<file path="src/rtl/sb_pkg.sv">
// Shared types for the store buffer: store size codes and the buffered entry layout.
package sb_pkg;

    typedef enum logic [1:0] {
        SZ_BYTE = 2'b00,
        SZ_HALF = 2'b01,
        SZ_WORD = 2'b10
    } sz_e;

    typedef struct packed {
        logic [31:0] addr;
        logic [31:0] data;
        sz_e         size;
        logic [31:0] pc;
        logic [3:0]  mask;
        logic [31:0] aligned;
    } sb_entry_t;

    // Size code 11 behaves as a word store.
    function automatic sz_e norm_size(input logic [1:0] s);
        case (s)
            2'b00:   return SZ_BYTE;
            2'b01:   return SZ_HALF;
            default: return SZ_WORD;
        endcase
    endfunction

endpackage

</file>
<file path="src/rtl/sb_lane_gen.sv">
// Byte-lane mask and lane-aligned data for a store, from address low bits and size.
module sb_lane_gen
    import sb_pkg::*;
(
    input  logic [1:0]  addr_lo,
    input  logic [1:0]  size,
    input  logic [31:0] data,
    output logic [3:0]  mask,
    output logic [31:0] aligned
);

    always_comb begin
        mask    = 4'b1111;
        aligned = data;
        case (norm_size(size))
            SZ_BYTE: begin
                mask    = 4'b0001 << addr_lo;
                aligned = {4{data[7:0]}};
            end
            SZ_HALF: begin
                mask    = addr_lo[1] ? 4'b1100 : 4'b0011;
                aligned = {2{data[15:0]}};
            end
            default: ;
        endcase
    end

endmodule

</file>
<file path="src/rtl/store_buffer.sv">
// In-order store buffer between MEM-stage store issue and data memory,
// with byte-merged store-to-load forwarding from all pending entries.
module store_buffer
    import sb_pkg::*;
#(
    parameter int unsigned DEPTH = 4
) (
    input  logic                     clk,
    input  logic                     reset,
    input  logic                     st_valid,
    output logic                     st_ready,
    input  logic [31:0]              st_addr,
    input  logic [31:0]              st_data,
    input  logic [1:0]               st_size,
    input  logic [31:0]              st_pc,
    input  logic                     dm_grant,
    output logic                     dm_we,
    output logic                     dm_sw,
    output logic                     dm_sh,
    output logic                     dm_sb,
    output logic [31:0]              dm_addr,
    output logic [31:0]              dm_wd,
    output logic [31:0]              dm_pc,
    input  logic [31:0]              ld_addr,
    input  logic [31:0]              dm_rd,
    output logic [31:0]              ld_data,
    output logic [3:0]               ld_hit,
    output logic                     empty,
    output logic                     full,
    output logic [$clog2(DEPTH):0]   count
);

    localparam int unsigned PW = $clog2(DEPTH);
    localparam int unsigned CW = PW + 1;

    sb_entry_t        ent_q [DEPTH];
    sb_entry_t        ent_d [DEPTH];
    logic [DEPTH-1:0] valid_q, valid_d;
    logic [PW-1:0]    wr_ptr_q, wr_ptr_d;
    logic [PW-1:0]    rd_ptr_q, rd_ptr_d;
    logic [CW-1:0]    count_q, count_d;

    logic             push, pop;
    logic [3:0]       new_mask;
    logic [31:0]      new_aligned;
    sb_entry_t        head;
    sb_entry_t        new_ent;

    logic             unused_ld_lo;
    assign unused_ld_lo = ^ld_addr[1:0];

    sb_lane_gen u_lane_gen (
        .addr_lo (st_addr[1:0]),
        .size    (st_size),
        .data    (st_data),
        .mask    (new_mask),
        .aligned (new_aligned)
    );

    assign empty    = (count_q == '0);
    assign full     = (count_q == CW'(DEPTH));
    assign st_ready = !full;
    assign count    = count_q;

    assign push = st_valid && st_ready;
    assign pop  = !empty && dm_grant;
    assign head = ent_q[rd_ptr_q];

    always_comb begin
        new_ent.addr    = st_addr;
        new_ent.data    = st_data;
        new_ent.size    = norm_size(st_size);
        new_ent.pc      = st_pc;
        new_ent.mask    = new_mask;
        new_ent.aligned = new_aligned;
    end

    // Push and pop can never target the same slot: that needs empty (no pop) or full (no push).
    always_comb begin
        ent_d    = ent_q;
        valid_d  = valid_q;
        wr_ptr_d = wr_ptr_q;
        rd_ptr_d = rd_ptr_q;
        count_d  = count_q;
        if (push) begin
            ent_d[wr_ptr_q]   = new_ent;
            valid_d[wr_ptr_q] = 1'b1;
            wr_ptr_d          = wr_ptr_q + 1'b1;
        end
        if (pop) begin
            valid_d[rd_ptr_q] = 1'b0;
            rd_ptr_d          = rd_ptr_q + 1'b1;
        end
        case ({push, pop})
            2'b10:   count_d = count_q + 1'b1;
            2'b01:   count_d = count_q - 1'b1;
            default: count_d = count_q;
        endcase
    end

    always_ff @(posedge clk) begin
        if (reset) begin
            valid_q  <= '0;
            wr_ptr_q <= '0;
            rd_ptr_q <= '0;
            count_q  <= '0;
        end else begin
            valid_q  <= valid_d;
            wr_ptr_q <= wr_ptr_d;
            rd_ptr_q <= rd_ptr_d;
            count_q  <= count_d;
        end
    end

    always_ff @(posedge clk) begin
        ent_q <= ent_d;
    end

    always_comb begin
        dm_we   = pop && !reset;
        dm_sw   = dm_we && (head.size == SZ_WORD);
        dm_sh   = dm_we && (head.size == SZ_HALF);
        dm_sb   = dm_we && (head.size == SZ_BYTE);
        dm_addr = head.addr;
        dm_wd   = head.data;
        dm_pc   = head.pc;
    end

    // Walk oldest to youngest so a younger matching entry overwrites an older one per lane.
    logic [31:0]   fwd_data;
    logic [3:0]    fwd_hit;
    logic [PW-1:0] idx;

    always_comb begin
        fwd_data = dm_rd;
        fwd_hit  = '0;
        idx      = '0;
        for (int unsigned i = 0; i < DEPTH; i++) begin
            idx = rd_ptr_q + PW'(i);
            if (valid_q[idx] && (ent_q[idx].addr[31:2] == ld_addr[31:2])) begin
                for (int unsigned l = 0; l < 4; l++) begin
                    if (ent_q[idx].mask[l]) begin
                        fwd_data[8*l +: 8] = ent_q[idx].aligned[8*l +: 8];
                        fwd_hit[l]         = 1'b1;
                    end
                end
            end
        end
    end

    assign ld_data = reset ? dm_rd : fwd_data;
    assign ld_hit  = reset ? 4'b0000 : fwd_hit;

endmodule
</file>
<file path="config.mk">
export PLATFORM = sky130hd
export DESIGN_NAME = store_buffer
export DESIGN_NICKNAME = d
export VERILOG_FILES = /design/src/rtl/sb_pkg.sv /design/src/rtl/sb_lane_gen.sv /design/src/rtl/store_buffer.sv
export SDC_FILE = /design/constraint.sdc
export NUM_CORES = 1
export LEC_CHECK = 0
export CAP_MARGIN = 30
export CORE_ASPECT_RATIO = 1.4
export CORE_UTILIZATION = 40
export CTS_BUF_LIST = sky130_fd_sc_hd__clkbuf_2
export DETAILED_ROUTE_END_ITERATION = 8
export PLACE_DENSITY = 0.59
export SYNTH_ARGS = -nofsm -noshare
export SYNTH_HDL_FRONTEND = slang
export SYNTH_SLANG_ARGS = --single-unit
</file>
<file path="constraint.sdc">
create_clock -name clk -period 14.6 [get_ports clk]
set_input_delay 2.92 -clock clk [delete_from_list [all_inputs] [get_ports clk]]
set_output_delay 2.92 -clock clk [all_outputs]
set_load 0.005 [all_outputs]
</file>
==> impl_results.md <==
- H-tree lvl count: 4
- Synth Area in XOR/XNOR: 0.0337
- Setup crit end: ld_hit[3]
- Hold Crit Depth: 2
- Clk root buf: clkbuf_2
- Cts hold-fix bufs: 0
- Vias in the first global route: 20.6k
- Finished Core Util: 0.473
- RD Place Congestion: 0.974
- Synth Area per Inst: 15.4 um^2
- Yosys cell types: 77
- Power Density: 160 nW/um^2
- CTS Sinks: 515
- First-pass GRT wire length: 135000 um
- FF-to-FF Start: count[1]
- Die Width: 231 um
- Adder-cell share of the synthesized area: 0.00451
- Ranking of synthesized cells by area: edfxtp_1 52%, mux4_2 21%, mux2i_1 4.7%, xnor2_1 2.5%, mux2_2 1.4%
- WL final: 92500 um
- Hold_ws: 0.543 ns
- Vias per std cell: 6.12
- GR Util All Layers: 0.249
- Hold Violations, Final: 0
- Largest family of logic cells by synthesized area: multiplexers
- Crit-path most repeated cell: buf_4
- Number of synthesized flops with an enable pin: 504
- Layout cells sized above 1: 0.242
- Final HPWL from detailed placement: 63900 um
- RSZ-0062 raised after global routing: no
- Worst-Margin Slew: 1.05 ns
- Core Area: 72800 um^2
- Post-CTS sizing: 0
- Status: finished, final reports clean
- FMAX: 90.7 MHz
- Async set-reset flop share out of synthesis: 0
- Die Height: 323 um
- Rel. slew slack: 0.295
- MaxCap Viol Count: 0
- Area leader, netlist: edfxtp_1
- Worst clock skew: 0.0826 ns
- Compound-cell area share of the yosys netlist: 0.0864
- DR vias: 20.0k
- Pins Over Slew Limit: 0
- Reg2Reg Setup Slack: 11.18 ns
- R2R cell count: 5
- Worst path required time: 11.68 ns
- DIE AREA: 74600 um^2
- CP endpoint kind: primary output
- Final Critical Period: 11.02 ns
- CP max stage cell: ha_4
- Leak: 10.9 nW
- Startpoint Class: flip-flop
- Commonest cells in the netlist: 504 x edfxtp_1, 269 x mux4_2, 137 x mux2i_1
- Layout area overhead: 17.0%
- Iteration-0 DRC Markers: 1369
- Synth Area in Simple Gates: 0.0489
- Worst r2r dst: ent_q[486]
- Cell Area, Synth: 29400 um^2
- Final non-filler cell total: 3264
- Synthesized net count: 2081
- Crit path largest cell delay: 0.92 ns
- PortBufs: 305
- WP data arrival: 8.10 ns
- Initial Util: 0.404
- Dpl cells: 3032
- Register area share after synthesis: 0.523
- Yosys top cell area share: 0.515
- Final setup viols: 0
- Synth Register Bits: 515
- Site Rows: 117
- ANT nets after route: 0
- Nets: 2389
- Post-synth top flop: edfxtp_1
- Worst-path maximum fanout: 53
- Overflow after GRT: 0
- Synthesis Warnings: 0
- Pin count of the biggest net entering global routing: 129
- DRT Pass-1 Iters: 6
- Post-CTS setup repair buffer count: 0
- Initial antenna violation count: 12
- Crit-path cells: inv_2, buf_4, ha_4, buf_4, mux2i_1, o22ai_1, or4_1, nor3_1, nand4_1, or3_1, a41oi_1, clkdlybuf4s50_1
- Setup TNS: 0 ns
- Count leader, synth: edfxtp_1
- Post-route DRC violation count: 0
- Drt wl/cell: 28.4 um
- Final worst-path cycle share: 0.755
- Boundary Pins: 308
- HP Class: flip-flop to flip-flop
- Worst Path Class, Setup: flip-flop to primary output
- CP startpoint: rd_ptr_q[0]
- CTS tree: done
- VDD IR max: 117 uV
- Max clock buf depth: 3
- Num CTS Buffers: 130
- Reg clk slew, reported paths: 0.09 ns
- Syn Inst Count: 1905
- Worst-skew pair later-pin latency: 1.32 ns
- Post-synthesis mux area share: 0.267
==> report_power, final <==
part           internal (mW)  leakage [nW]  switching [mW]
registers               1.79          4.72          0.0997
clock network          0.433         0.926           0.608
logic                   1.27          5.25            1.31
==> state kept, by name (all words and copies together) (netlist names) <==
name	count
count	3
ent_q	504
rd_ptr_q	2
valid_q	4
wr_ptr_q	2
==> final cells by class <==
| type | instances | area, um^2 |
|---|---|---|
| fillers | 6356 | 38400 |
| flip-flops and latches | 515 | 15400 |
| multi-input cells | 1162 | 13000 |
| repair buffers | 334 | 3310 |
| well taps | 952 | 1190 |
| clock buffers | 178 | 891 |
| clock inverters | 49 | 384 |
| inverters | 70 | 263 |
| diodes | 4 | 10.0 |
==> worst max-delay path, delay by kind of cell (launching register included) <==
family	cells	cell delay (ns)
adders and majority gates	1	0.92
buffers and inverters	4	1.88
and+or+nand+nor	4	2.11
DFF	1	0.62
AOI/OAI and AO/OA	2	0.71
muxes	1	0.55
==> worst min path at each step <==
stage / from / to / slack (ns)
finish: count[2] / count[2] / 0.54
detailed placement: count[2] / count[2] / 0.54
global route: count[2] / count[2] / 0.59
floorplan: count[2] / count[2] / 0.50
CTS: count[2] / count[2] / 0.56
global placement: count[2] / count[2] / 0.52
==> metrics by stage <==
step	setup slack, ns	area, um^2	power (mW)
3_3_place_gp	4.01	33100	4.49
5_1_grt	3.26	34400	5.79
2_1_floorplan	6.31	29400	3.67
3_5_place_dp	4.16	33100	4.51
6_report	3.58	34400	5.51
4_1_cts	3.40	34400	5.57
==> routing by layer <==
| metal | vias to the layer above | share of wire | track usage |
|---|---|---|---|
| met1 | 10200 | 0.35 | 0.265 |
| met2 | 905 | 0.51 | 0.435 |
| li1 | 8604 | - | - |
| met3 | 223 | 0.084 | 0.0782 |
| met5 | - | 0.0011 | 0 |
| met4 | 16 | 0.052 | 0.137 |
==> cells in the final DEF, fill, tap and decap left out, types with 15 or more instances in the layout <==
master / n
a211oi_1: 15
a21o_1: 26
a21oi_1: 26
a22o_1: 25
a31oi_1: 19
a32oi_1: 19
buf_4: 26
clkbuf_2: 178
clkdlybuf4s50_1: 304
clkinv_1: 28
edfxtp_1: 504
inv_1: 68
mux2_2: 37
mux2i_1: 137
mux4_2: 269
nand2_1: 46
nand2b_1: 29
nand4_1: 19
nor2_1: 43
nor3_1: 38
o211ai_1: 36
o21ai_0: 32
o311a_1: 24
o31ai_1: 25
xnor2_1: 85
xor2_1: 28
==> cell families after synthesis <==
| family | Yosys count |
|---|---|
| XOR/XNOR | 113 |
| multiplexers | 443 |
| buffers and inverters | 228 |
| flip-flops | 515 |
| AO/OA/AOI/OAI | 334 |
| adder cells (fa/ha/maj) | 10 |
| AND/OR/NAND/NOR | 262 |
Note: power is estimated with default switching activity, not from simulation.
